===== src/rtl/core_sequencer.sv =====
// Multi-cycle control sequencer: owns the PC, walks each instruction through
// FETCH/EXEC/WB, gates register writes and halts on unsupported opcodes.
`timescale 1ns/1ps
module core_sequencer #(
  parameter int MEM_SIZE = 64,
  parameter int TICK_DIV = 50000000,
  parameter int DEBOUNCE = 1000000
) (
  input  logic        sys_clk,
  input  logic        sys_rst,
  input  logic        button,
  input  logic        run_mode,
  input  logic [6:0]  opcode,
  output logic [31:0] pc,
  output logic        ir_load,
  output logic        reg_we,
  output logic        step_done,
  output logic        halted,
  output logic [2:0]  state
);

  localparam int TK_W = (TICK_DIV > 1) ? $clog2(TICK_DIV) : 1;
  localparam int DB_W = (DEBOUNCE > 1) ? $clog2(DEBOUNCE) : 1;
  localparam logic [TK_W-1:0] TICK_LAST = TK_W'(TICK_DIV - 1);
  localparam logic [DB_W-1:0] DB_LAST   = DB_W'(DEBOUNCE - 1);
  localparam logic [31:0]     PC_LIMIT  = 32'(MEM_SIZE - 4);
  localparam logic [6:0]      OPCODE_I  = 7'b0010011;
  localparam logic [6:0]      OPCODE_R  = 7'b0110011;
  localparam logic [6:0]      OPCODE_NOP = 7'b0000000;

  typedef enum logic [2:0] {
    S_IDLE  = 3'd0,
    S_FETCH = 3'd1,
    S_EXEC  = 3'd2,
    S_WB    = 3'd3,
    S_HALT  = 3'd4
  } state_t;

  logic            r_sync1, r_sync2, r_btn_level;
  logic [DB_W-1:0] r_db_cnt;
  logic [TK_W-1:0] r_tick_cnt;
  state_t          r_state, w_state_next;
  logic [31:0]     r_pc, w_pc_plus4, w_next_pc;
  logic            r_wb_write, w_wb_write_next;
  logic            w_tick, w_btn_press, w_go;

  // The counter holds only DEBOUNCE-1 values: the DEBOUNCE-th mismatching
  // cycle is the one that accepts the new level.
  always_ff @(posedge sys_clk) begin
    if (sys_rst) begin
      r_sync1     <= 1'b0;
      r_sync2     <= 1'b0;
      r_btn_level <= 1'b0;
      r_db_cnt    <= '0;
    end else begin
      r_sync1 <= button;
      r_sync2 <= r_sync1;
      if (r_sync2 == r_btn_level) begin
        r_db_cnt <= '0;
      end else if (r_db_cnt == DB_LAST) begin
        r_btn_level <= r_sync2;
        r_db_cnt    <= '0;
      end else begin
        r_db_cnt <= r_db_cnt + DB_W'(1);
      end
    end
  end

  assign w_btn_press = r_sync2 & ~r_btn_level & (r_db_cnt == DB_LAST);

  always_ff @(posedge sys_clk) begin
    if (sys_rst || (r_tick_cnt == TICK_LAST)) begin
      r_tick_cnt <= '0;
    end else begin
      r_tick_cnt <= r_tick_cnt + TK_W'(1);
    end
  end

  assign w_tick     = (r_tick_cnt == TICK_LAST);
  assign w_go       = run_mode ? w_tick : w_btn_press;
  assign w_pc_plus4 = r_pc + 32'd4;
  assign w_next_pc  = (w_pc_plus4 > PC_LIMIT) ? 32'd0 : w_pc_plus4;

  always_comb begin
    w_state_next    = r_state;
    w_wb_write_next = r_wb_write;
    case (r_state)
      S_IDLE:  if (w_go) w_state_next = S_FETCH;
      S_FETCH: w_state_next = S_EXEC;
      S_EXEC: begin
        if ((opcode == OPCODE_I) || (opcode == OPCODE_R)) begin
          w_state_next    = S_WB;
          w_wb_write_next = 1'b1;
        end else if (opcode == OPCODE_NOP) begin
          w_state_next    = S_WB;
          w_wb_write_next = 1'b0;
        end else begin
          w_state_next    = S_HALT;
          w_wb_write_next = 1'b0;
        end
      end
      S_WB:    w_state_next = S_IDLE;
      S_HALT:  w_state_next = S_HALT;
      default: w_state_next = S_IDLE;
    endcase
  end

  always_ff @(posedge sys_clk) begin
    if (sys_rst) begin
      r_state    <= S_IDLE;
      r_pc       <= 32'd0;
      r_wb_write <= 1'b0;
    end else begin
      r_state    <= w_state_next;
      r_wb_write <= w_wb_write_next;
      if (r_state == S_WB) r_pc <= w_next_pc;
    end
  end

  // Strobes come only from registered state, never from button/opcode.
  assign pc        = r_pc;
  assign ir_load   = (r_state == S_FETCH);
  assign reg_we    = (r_state == S_WB) & r_wb_write;
  assign step_done = (r_state == S_WB);
  assign halted    = (r_state == S_HALT);
  assign state     = r_state;

endmodule


===== config.mk =====
export PLATFORM = sky130hd
export DESIGN_NAME = core_sequencer
export DESIGN_NICKNAME = d
export VERILOG_FILES = /design/src/rtl/core_sequencer.sv
export SDC_FILE = /design/constraint.sdc
export NUM_CORES = 1
export LEC_CHECK = 0
export CAP_MARGIN = 10
export CORE_ASPECT_RATIO = 0.5
export CORE_MARGIN = 3
export CORE_UTILIZATION = 57
export CTS_BUF_LIST = sky130_fd_sc_hd__clkbuf_8
export DETAILED_ROUTE_END_ITERATION = 10
export GPL_TIMING_DRIVEN = 0
export PLACE_DENSITY = 0.83
export SYNTH_ARGS = -nofsm -noshare
export SYNTH_HDL_FRONTEND = slang
export SYNTH_SLANG_ARGS = --single-unit

===== constraint.sdc =====
create_clock -name sys_clk -period 4.3 [get_ports sys_clk]
set_clock_uncertainty 0.15 [all_clocks]
set_input_delay 1.29 -clock sys_clk [delete_from_list [all_inputs] [get_ports sys_clk]]
set_output_delay 1.29 -clock sys_clk [all_outputs]
set_load 0.01 [all_outputs]

==> flow_summary.json <==
{
  "clock_latency_ps": 350,
  "syn_area_per_cell_um2": 8.54,
  "synth_warnings": 0,
  "syn_inst": 455,
  "cts_tree": "built",
  "post-place-ws_ps": 990,
  "critical_path_class": "flip-flop to output port",
  "syn2layout_area_growth_pct": 20.0,
  "finalSetupViolCount": 0,
  "die_y_um": 64.4,
  "setup_tns_ps": 0,
  "cts.clk_slew.worst_paths_ps": 80,
  "vdd_drop_max_v": 0.000209,
  "fp-row-count": 20,
  "fp.dieArea_um2": 7900,
  "drive_gt1_frac": 0.0521,
  "finalCriticalPeriod_ps": 3510,
  "io_pins": 50,
  "die_w_um": 123,
  "drt_iter0_drc": 180,
  "slew_headroom": 0.637,
  "startpoint_type": "flip-flop",
  "worstRegToRegCells": 8,
  "synthArstFlopShare": 0,
  "globalplace.congestion": 0.821,
  "num-nets-final": 531,
  "start_util": 0.614,
  "cts_resized": 0,
  "synth_top_area_frac": 0.428,
  "grt_pass1_wl_mm": 13.5,
  "track_usage": 0.212,
  "required_ps": 2860,
  "rsz0062_at_grt": "no",
  "status": "completed",
  "route.detailed.drc": 0,
  "drv_slew": 0,
  "vias_per_cell": 5.42,
  "path_cells": "nor2b_1 -> and2_1 -> clkbuf_1 -> clkdlybuf4s50_1",
  "antenna_found_initial": 0,
  "min_path_cells": 1,
  "fin_util": 0.737,
  "crit_arrival_ps": 2070,
  "dr.pass1.iters": 4,
  "path_delay_family": "buffers and inverters",
  "worstMarginPinSlew_ps": 543,
  "clock_path_buffers": 2,
  "cts_root_buffer": "clkbuf_8",
  "slowest_stage": "clkdlybuf4s50_1",
  "clock-sinks": 83,
  "fmaxAchievable_mhz": 285,
  "hold_buffers": 0,
  "cp.buffers_inverters": 2,
  "synth_seq_cells": 83,
  "p_per_area_nw_per_um2": 291,
  "vias": 3283,
  "htree_levels": 3,
  "postRouteAntennaNets": 0,
  "power_leakage_nw": 1.66,
  "cpPeakStageDelay_ps": 600,
  "hold_violations": 0,
  "grt_start_max_net_pins": 13,
  "syn_area_um2": 3890,
  "overflow": 0,
  "io_buffers": 47,
  "wirelength_mm": 7.76,
  "setup_ws_ps": 791,
  "path_max_fanout": 9,
  "synth_edf_count": 0,
  "first_global_vias": 3031,
  "cap_violations": 0,
  "synth.distinct_cells": 55,
  "wl_per_cell_um": 12.8,
  "synth_top_flop_cell": "dfxtp_1",
  "dp_hpwl_mm": 5.50,
  "core-area_um2": 6330,
  "yosysTopAreaCell": "dfxtp_1",
  "insertedDiodeCount": 0,
  "numCtsBuffers": 9,
  "cts_setup_buffers": 0,
  "synth-seq-area-share": 0.428,
  "critical_path_depth": 4,
  "synth_area_leaders": "dfxtp_1 (43%), xor2_1 (6.3%), nor2_1 (5.8%)",
  "hold_path_class": "flip-flop to flip-flop",
  "end_kind": "output port",
  "fin_crit_sh": 0.816
}
flip-flops by register name, indices dropped and copies added (netlist names):
name / flops
pc: 30
r_tick_cnt: 26
r_db_cnt: 20
state: 3
r_btn_level: 1
r_sync1: 1
r_sync2: 1
r_wb_write: 1
cells in the final DEF (no fill, tap or decap), types with 11 or more instances in the layout:
cell              n
xnor2_1          16
clkdlybuf4s50_1  47
clkbuf_1         12
and2_1           25
nand3_1          30
inv_1            15
and3_1           14
clkbuf_8         11
nand2_1          32
nor2_1           60
nor3_1           13
nand4_1          13
xor2_1           28
dfxtp_1          83
path summary, 6_finish.rpt:
| path | end | slack, ps | start |
|---|---|---|---|
| max | step_done | 790 | state[1] |
| min | r_sync2 | 290 | r_sync1 |
| max reg2reg | pc[2] | 1640 | pc[2] |
| min reg2reg | r_sync2 | 290 | r_sync1 |
power breakdown:
group	switching, mW	internal [mW]
Combinational	0.0173	0.0154
Sequential	0.00234	0.771
Clock	0.261	0.292
Total	0.281	1.08
layer usage:
metal | track usage | up-vias | part of all wire
li1 | - | 1703 | -
met2 | 0.347 | 60 | 0.46
met4 | 0.0656 | 0 | 0.013
met3 | 0.0734 | 9 | 0.046
met1 | 0.263 | 1511 | 0.48
met5 | 0 | - | 0
kinds of logic after synthesis:
kind of cell	Yosys count	share of synthesized area
mux	3	0.00773
other cells	1	0.000965
simple gates	245	0.342
xor+xnor	44	0.0992
buf+inv	32	0.0361
flops	83	0.428
fa+ha+maj	6	0.0193
compound gates	41	0.0673
synth_stat cells (all sizes together) (2+ instances only):
cell	number
nor4b	4
xor2	28
or3	8
nand4	14
mux2i	3
a21oi	10
and3	14
and4	9
nand2	32
clkbuf	12
and3b	2
a211oi	2
o2111ai	2
nand3b	2
nand3	31
a31oi	5
nand4b	2
inv	13
a311oi	2
buf	7
ha	6
nor4	10
or2	3
dfxtp	83
and2	26
nor3	14
nor2b	7
or4	3
xnor2	16
o21ai	11
nor2	60
per-stage QoR:
stage | cell area [um^2] | power (mW) | hold slack (ps) | instances
4_1_cts | 4660 | 1.37 | 296 | 606
3_3_place_gp | 4470 | 0.824 | 270 | 591
3_5_place_dp | 4470 | 0.825 | 278 | 591
6_report | 4660 | 1.36 | 294 | 606
5_1_grt | 4660 | 1.41 | 321 | 606
2_1_floorplan | 3890 | 0.809 | 263 | 456
final cells by class:
class / instances / area (um^2)
clock inverters: 4 / 42.5
inverters: 13 / 48.8
flip-flops and latches: 83 / 1660
plain buffers: 19 / 91.3
fillers: 500 / 1670
repair buffers: 47 / 470
multi-input cells: 341 / 2090
clock buffers: 11 / 151
well taps: 88 / 110
Note: power is estimated with default switching activity, not from simulation.
